`config.mk`:
```
export PLATFORM = sky130hd
export DESIGN_NAME = io_out_uart_reporter_flat
export DESIGN_NICKNAME = d
export VERILOG_FILES = /design/src/rtl/tt_harness_pkg.sv /design/src/rtl/io_out_uart_reporter_if.sv /design/src/rtl/sync_fifo.sv /design/src/rtl/io_out_uart_reporter.sv /design/src/flat_wrapper.sv
export SDC_FILE = /design/constraint.sdc
export NUM_CORES = 1
export LEC_CHECK = 0
export CORE_MARGIN = 2
export CORE_UTILIZATION = 30
export DETAILED_ROUTE_END_ITERATION = 8
export GPL_ROUTABILITY_DRIVEN = 0
export HOLD_SLACK_MARGIN = 0.03
export PLACE_DENSITY = 0.45
export SLEW_MARGIN = 20
export SYNTH_ARGS = -nofsm -noshare
export SYNTH_HDL_FRONTEND = slang
export SYNTH_SLANG_ARGS = --single-unit
```
`constraint.sdc`:
```
create_clock -name CLK -period 4.9 [get_ports CLK]
set_clock_uncertainty 0.1 [all_clocks]
set_input_delay 0.49 -clock CLK [delete_from_list [all_inputs] [get_ports CLK]]
set_output_delay 0.49 -clock CLK [all_outputs]
set_load 0.005 [all_outputs]
```
`src/rtl/tt_harness_pkg.sv`:
```
// Shared definitions for the TinyTapeout iCEBreaker harness blocks.
//   uart_state_e        : UART transmitter states (IDLE, START, DATA, STOP)
//   CLKS_PER_BIT_115200 : CLK cycles per bit at 115200 baud from a 12 MHz clock
//   BYTE_W              : width of the DUT io_out bus and of one UART data byte
package tt_harness_pkg;

  localparam int BYTE_W              = 8;
  localparam int CLKS_PER_BIT_115200 = 104;

  typedef enum logic [1:0] {
    IDLE,
    START,
    DATA,
    STOP
  } uart_state_e;

endpackage

```
`src/rtl/io_out_uart_reporter_if.sv`:
```
// Bundle between the DUT-side harness and the io_out UART reporter.
//   dut_clk  : divided DUT clock, a register in the CLK domain
//   dut_out  : DUT io_out bus
//   tx       : UART TX line, idle high
//   busy     : queue non-empty or a frame in progress
//   overflow : sticky flag, a changed sample was dropped on a full queue
// Modports: master drives the DUT side, slave is the reporter.
interface io_out_uart_reporter_if;
  import tt_harness_pkg::*;

  logic              dut_clk;
  logic [BYTE_W-1:0] dut_out;
  logic              tx;
  logic              busy;
  logic              overflow;

  modport master (output dut_clk, dut_out, input tx, busy, overflow);
  modport slave  (input dut_clk, dut_out, output tx, busy, overflow);

endinterface

```
`src/rtl/sync_fifo.sv`:
```
// Single-clock first-word-fall-through FIFO: dout always shows the oldest
// entry while empty is low. Pushes when full and pops when empty are ignored.
// Reusable for the upstream input-injection path as well.
//   CLK, rst : clock, synchronous active-high reset
//   push/din : write strobe and data
//   pop/dout : read strobe and head-of-queue data
//   full, empty : occupancy flags
module sync_fifo #(
  parameter int WIDTH = 8,
  parameter int DEPTH = 4   // power of two, >= 2
) (
  input  logic             CLK,
  input  logic             rst,
  input  logic             push,
  input  logic [WIDTH-1:0] din,
  input  logic             pop,
  output logic [WIDTH-1:0] dout,
  output logic             full,
  output logic             empty
);

  localparam int PTR_W = $clog2(DEPTH);
  localparam int CNT_W = $clog2(DEPTH) + 1;

  logic [WIDTH-1:0] mem [DEPTH];
  logic [PTR_W-1:0] wr_ptr;
  logic [PTR_W-1:0] rd_ptr;
  logic [CNT_W-1:0] count;
  logic             do_push;
  logic             do_pop;

  assign do_push = push & ~full;
  assign do_pop  = pop & ~empty;

  // Pointers wrap naturally because DEPTH is a power of two.
  // NOTE: sequential state uses non-blocking assignments so every register
  // samples the values from before the clock edge.
  always_ff @(posedge CLK) begin
    if (rst) begin
      wr_ptr <= '0;
      rd_ptr <= '0;
      count  <= '0;
    end else begin
      if (do_push) wr_ptr <= wr_ptr + 1'b1;
      if (do_pop)  rd_ptr <= rd_ptr + 1'b1;
      case ({do_push, do_pop})
        2'b10:   count <= count + 1'b1;
        2'b01:   count <= count - 1'b1;
        default: ;
      endcase
    end
  end

  // NOTE: storage is deliberately not reset; count/pointers define validity,
  // and leaving it out of reset lets it map onto plain RAM.
  always_ff @(posedge CLK) begin
    if (do_push) mem[wr_ptr] <= din;
  end

  assign dout  = mem[rd_ptr];
  assign full  = (count == CNT_W'(DEPTH));
  assign empty = (count == '0);

endmodule

```
`src/rtl/io_out_uart_reporter.sv`:
```
// Watches the DUT io_out bus once per rising edge of the divided DUT clock,
// queues values that differ from the previous sample, and streams them out
// as 8N1 UART bytes (LSB first). Everything is in the CLK domain.
//   CLK, rst      : system clock, synchronous active-high reset
//   bus.dut_clk   : divided DUT clock (CLK-domain register)
//   bus.dut_out   : DUT io_out value
//   bus.tx        : registered UART TX, idle high
//   bus.busy      : queue non-empty or frame in progress
//   bus.overflow  : sticky, a changed sample was dropped; cleared by rst only
module io_out_uart_reporter
  import tt_harness_pkg::*;
#(
  parameter int CLKS_PER_BIT = CLKS_PER_BIT_115200,  // >= 2
  parameter int FIFO_DEPTH   = 4                     // power of two, >= 2
) (
  input logic                    CLK,
  input logic                    rst,
  io_out_uart_reporter_if.slave  bus
);

  localparam int              CNT_W    = $clog2(CLKS_PER_BIT);
  localparam logic [CNT_W-1:0] CNT_LAST = CNT_W'(CLKS_PER_BIT - 1);

  // Sampling side
  logic              dut_clk_q;
  logic              rise;
  logic              sample;
  logic              have_last;
  logic [BYTE_W-1:0] last_value;
  logic              overflow_q;

  // Queue
  logic              fifo_full;
  logic              fifo_empty;
  logic [BYTE_W-1:0] fifo_dout;
  logic              pop;

  // Transmitter
  uart_state_e       state_q, state_d;
  logic [CNT_W-1:0]  cnt_q, cnt_d;
  logic [2:0]        bit_q, bit_d;
  logic [BYTE_W-1:0] shift_q, shift_d;
  logic              tx_q, tx_d;

  // The edge detector keeps tracking dut_clk during reset, so a dut_clk that
  // is already high when rst drops is not mistaken for a new rising edge.
  always_ff @(posedge CLK) begin
    dut_clk_q <= bus.dut_clk;
  end

  assign rise   = bus.dut_clk & ~dut_clk_q;
  assign sample = rise & (~have_last | (bus.dut_out != last_value));

  // last_value follows every changed sample, including one dropped on a full
  // queue, so the next differing value is still recognised as a change.
  always_ff @(posedge CLK) begin
    if (rst) begin
      have_last  <= 1'b0;
      last_value <= '0;
      overflow_q <= 1'b0;
    end else if (sample) begin
      have_last  <= 1'b1;
      last_value <= bus.dut_out;
      if (fifo_full) overflow_q <= 1'b1;
    end
  end

  sync_fifo #(
    .WIDTH (BYTE_W),
    .DEPTH (FIFO_DEPTH)
  ) u_fifo (
    .CLK   (CLK),
    .rst   (rst),
    .push  (sample & ~fifo_full),
    .din   (bus.dut_out),
    .pop   (pop),
    .dout  (fifo_dout),
    .full  (fifo_full),
    .empty (fifo_empty)
  );

  always_ff @(posedge CLK) begin
    if (rst) begin
      state_q <= IDLE;
      cnt_q   <= '0;
      bit_q   <= '0;
      shift_q <= '0;
      tx_q    <= 1'b1;
    end else begin
      state_q <= state_d;
      cnt_q   <= cnt_d;
      bit_q   <= bit_d;
      shift_q <= shift_d;
      tx_q    <= tx_d;
    end
  end

  // tx_d is the line level for the *next* cycle, so the registered tx lines
  // up with the state it belongs to (pop at k+1, start bit from k+2).
  // NOTE: every output gets a default first so no path leaves one unassigned
  // (which would infer a latch); blocking assignments here let shift_d be
  // read back within the same evaluation.
  always_comb begin
    state_d = state_q;
    cnt_d   = cnt_q;
    bit_d   = bit_q;
    shift_d = shift_q;
    tx_d    = 1'b1;
    pop     = 1'b0;

    unique case (state_q)
      IDLE: begin
        if (!fifo_empty) begin
          pop     = 1'b1;
          shift_d = fifo_dout;
          cnt_d   = '0;
          state_d = START;
          tx_d    = 1'b0;
        end
      end

      START: begin
        if (cnt_q == CNT_LAST) begin
          cnt_d   = '0;
          bit_d   = '0;
          state_d = DATA;
          tx_d    = shift_q[0];
        end else begin
          cnt_d = cnt_q + 1'b1;
          tx_d  = 1'b0;
        end
      end

      DATA: begin
        if (cnt_q == CNT_LAST) begin
          cnt_d   = '0;
          shift_d = {1'b0, shift_q[BYTE_W-1:1]};
          if (bit_q == 3'd7) begin
            state_d = STOP;
            tx_d    = 1'b1;
          end else begin
            bit_d = bit_q + 1'b1;
            tx_d  = shift_d[0];
          end
        end else begin
          cnt_d = cnt_q + 1'b1;
          tx_d  = shift_q[0];
        end
      end

      STOP: begin
        if (cnt_q == CNT_LAST) begin
          cnt_d   = '0;
          state_d = IDLE;
        end else begin
          cnt_d = cnt_q + 1'b1;
        end
      end

      default: state_d = IDLE;
    endcase
  end

  assign bus.tx       = tx_q;
  assign bus.busy     = ~fifo_empty | (state_q != IDLE);
  assign bus.overflow = overflow_q;

endmodule

```
`src/flat_wrapper.sv`:
```
// flat-port wrapper written by rule: the top's interface ports become plain ports
module io_out_uart_reporter_flat import tt_harness_pkg::*;
#(
  parameter int CLKS_PER_BIT = CLKS_PER_BIT_115200,         
  parameter int FIFO_DEPTH   = 4                                          
)
  (CLK, rst, bus_dut_clk, bus_dut_out, bus_tx, bus_busy, bus_overflow);
  io_out_uart_reporter_if bus_i ();
  input logic CLK;
  input logic rst;
  input wire logic [$bits(bus_i.dut_clk)-1:0] bus_dut_clk;
  input wire logic [$bits(bus_i.dut_out)-1:0] bus_dut_out;
  output wire logic [$bits(bus_i.tx)-1:0] bus_tx;
  output wire logic [$bits(bus_i.busy)-1:0] bus_busy;
  output wire logic [$bits(bus_i.overflow)-1:0] bus_overflow;
  assign bus_i.dut_clk = bus_dut_clk;
  assign bus_i.dut_out = bus_dut_out;
  assign bus_tx = bus_i.tx;
  assign bus_busy = bus_i.busy;
  assign bus_overflow = bus_i.overflow;
  io_out_uart_reporter #(.CLKS_PER_BIT(CLKS_PER_BIT), .FIFO_DEPTH(FIFO_DEPTH)) u_core (.CLK(CLK), .rst(rst), .bus(bus_i));
endmodule
```
==> summary.txt <==
Timing
  • Final hold slack: 352.6 ps
  • Fin crit period: 3006 ps
  • Setup ws final: 1894 ps
  • Slew margin rel.: 0.4854
  • Setup Viol. Count Final: 0
  • Setup tns final: 0 ps
  • Fin. Hold Viols: 0
  • Post-route clock period utilization: 0.6134
  • Worst slew pin tran: 771.9 ps
  • FMAX: 332.7 MHz
  • Max Slew Vio Count: 0
  • RSZ-0062 raised after global routing: no

Floorplan
  • Cell Rows: 37
  • Placeable Area: 10280 um2
  • Die footprint: approximately 11000 um2
  • Die height: 106.6 um
  • I/O pins: 14
  • Die width: around 110 um
  • Initial Util: 0.3073

Critical path
  • Setup CP Type: input pin to register
  • Origin of the worst setup path: bus_dut_out[7]
  • Worst setup SP type: input pin
  • Crit end category: register
  • CP max FO: 6
  • CP Data Arrival Time: 3180 ps
  • RR Startpoint: u_core.last_value[7]
  • WP data required: between 5000 and 6000 ps

Clock tree
  • Cts bufs inserted: 9
  • Post_cts resized: 0
  • Hold_buf cts: 0
  • CTS tree: yes
  • Number of buffers added for setup after CTS: 0
  • CTS sink cnt: 73
  • Number of H-tree levels: 3
  • Worst-path clk slew: 70 ps
  • CTS Root Cell: clkbuf_8
  • Max clock buf depth: 2
  • Clock Latency Late Sink: 350 ps

Finish
  • Most common cell after layout, fill and taps aside: dfxtp_1
  • Layout fillers: 1025
  • Multi-input gate area: ~1300 um2
  • Layout cells sized above 1: 0.1010
  • Register area: 1782 um2
  • Diodes inserted: 0
  • Layout Cells excl Fill: around 420
  • Net count, final: 307
  • Area growth, synth to finish: 17.12%
  • Commonest cells after routing, fill and taps aside: dfxtp_1, edfxtp_1, nor2_1

Detailed routing
  • Drt pass-1 iters: 4
  • # DRC: 0
  • Post-DR vias/cell: 4.527
  • Drt wl/cell: around 13 um
  • Detailed Route Iter0 Violations: 69
  • DRT Wirelength: 5.603 mm
  • Via count: 1915
  • Final ANT Viol Nets: 0

GRT
  • Vias in the first global route: 1861
  • Global route total overflow: 0
  • Total GRT Usage: 0.1090
  • Largest net degree at the start of global routing: 20
  • First-pass GRT wire length: 9.335 mm
  • Antenna violations before repair: 0

Placed design
  • Buffers on Ports: 13
  • Pre-CTS WS: 1479 ps
  • Hpwl dp: 3.805 mm
  • Post-Place Cells: 407

Synthesis
  • FFs w/ async S/R, synth: 0
  • Sequential-to-total area share from yosys stat: 0.5642
  • Flops & latches, synth: 73
  • Post-synthesis compound-gate area fraction: 0.06735
  • Simple-Gate Fraction of Synth Area: 0.1319
  • Syn_area_per_cell: 11.78 um2
  • YS warnings: 0
  • Mux share of post-synthesis cell area: 0.1018
  • Largest family of logic cells by synthesized area: simple AND/OR/NAND/NOR gates
  • Cells after Synth: 268
  • EDFF count, synth: 32
  • Syn_nets: just under 300
  • Area contributors post-synth: edfxtp_1, dfxtp_1, mux4_2, ha_1, mux2i_1
  • Post-Synth XOR/XNOR Area: 0.04715
  • Synth Area in Adders: 0.05784
  • Area of the mapped netlist: about 3200 um2
  • Unique masters post-synth: 39
  • Top-area cell type share of the netlist area: 0.3043
  • Prevailing post-synth register cell: dfxtp_1
  • Area leader, netlist: edfxtp_1

Pwr
  • Leakage: 0.001283 uW
  • Max VDD drop: 0.0001655 V
  • PD cells: around 530 nW/um2
  • Final Power: ~1900 uW

Worst hold path
  • HP Class: register to register
  • Hold wc startpoint: u_core.bus.overflow

Outcome
  • Outcome: complete, no violations

Flow run
  • Max Cap Viol: 0
synth_stat cells, types with 2 or more instances:
| master | count |
|---|---|
| inv_1 | 11 |
| nand2b_1 | 2 |
| edfxtp_1 | 32 |
| a21oi_1 | 15 |
| nand3_1 | 5 |
| buf_2 | 3 |
| nor3_1 | 3 |
| a211oi_1 | 7 |
| mux2i_1 | 13 |
| nand4_1 | 5 |
| nand2_1 | 24 |
| mux4_2 | 8 |
| and2_1 | 7 |
| dfxtp_1 | 41 |
| clkbuf_1 | 7 |
| o21ai_0 | 5 |
| nor2b_1 | 2 |
| ha_1 | 13 |
| xnor2_1 | 10 |
| nor2_1 | 29 |
| nor3b_1 | 2 |
| xor2_1 | 7 |
sequential cells by signal, indices dropped and copies added (netlist names), named ones only:
| signal | flops |
|---|---|
| u_core.u_fifo.mem | 32 |
| u_core.u_fifo.count | 3 |
| u_core.dut_clk_q | 1 |
| u_core.u_fifo.rd_ptr | 2 |
| u_core.shift_q | 8 |
| u_core.last_value | 8 |
| u_core.bus.tx | 1 |
| u_core.bus.overflow | 1 |
| u_core.bit_q | 3 |
| u_core.u_fifo.wr_ptr | 2 |
| u_core.have_last | 1 |
| u_core.cnt_q | 7 |
| u_core.state_q | 2 |
path summary, 6_finish.rpt:
path | to | slack (ps) | cells after the start
worst min-delay path | u_core.bus.overflow | 350 | 2
worst min register to register | u_core.bus.overflow | 350 | 2
worst max register to register | u_core.u_fifo.count[2] | 2300 | 11
worst max-delay path | u_core.u_fifo.count[2] | 1890 | 12
cell type report:
cell class                      instances  area share
Tap cell                              136     0.04601
Multi-Input combinational cell        172      0.3468
Timing Repair Buffer                   14     0.03721
Inverter                               12     0.01218
Sequential cell                        73      0.4817
Clock buffer                           10     0.03451
Clock inverter                          6     0.04161
metrics by stage:
step           utilization  instance area, um2
2_1_floorplan            -                3158
3_3_place_gp        0.3325                3417
3_5_place_dp        0.3325                3417
4_1_cts             0.3599                3699
5_1_grt             0.3599                3699
6_report            0.3599                3699
critical path, cell delays in order:
cell,delay (ps)
clkdlybuf4s50_1,510
xnor2_1,240
nand4_1,130
nor3_1,300
nor3_1,150
inv_1,140
ha_1,200
inv_1,60
fa_1,370
xor2_1,150
or3_1,300
a21oi_1,140
report_power, final:
part	internal, uW	switching, uW	total, uW
Sequential	708	63.1	771
Clock	440	227	667
Combinational	236	275	511
routing by layer:
layer / global-route usage / part of all wire / up-vias
met3: 0.03343 / 0.032 / 7
met1: 0.1339 / 0.48 / 910
met5: 0 / 0 / -
met4: 0.05566 / 0.016 / 0
li1: - / - / 974
met2: 0.1729 / 0.47 / 24
kinds of logic after synthesis:
family	Yosys count
muxes	22
xor gates and xnor gates	17
buffers and inverters	23
adders and majority gates	14
and+or+nand+nor	85
DFF	73
AOI/OAI and AO/OA	34
No activity file was read; power rests on OpenSTA's default activity.
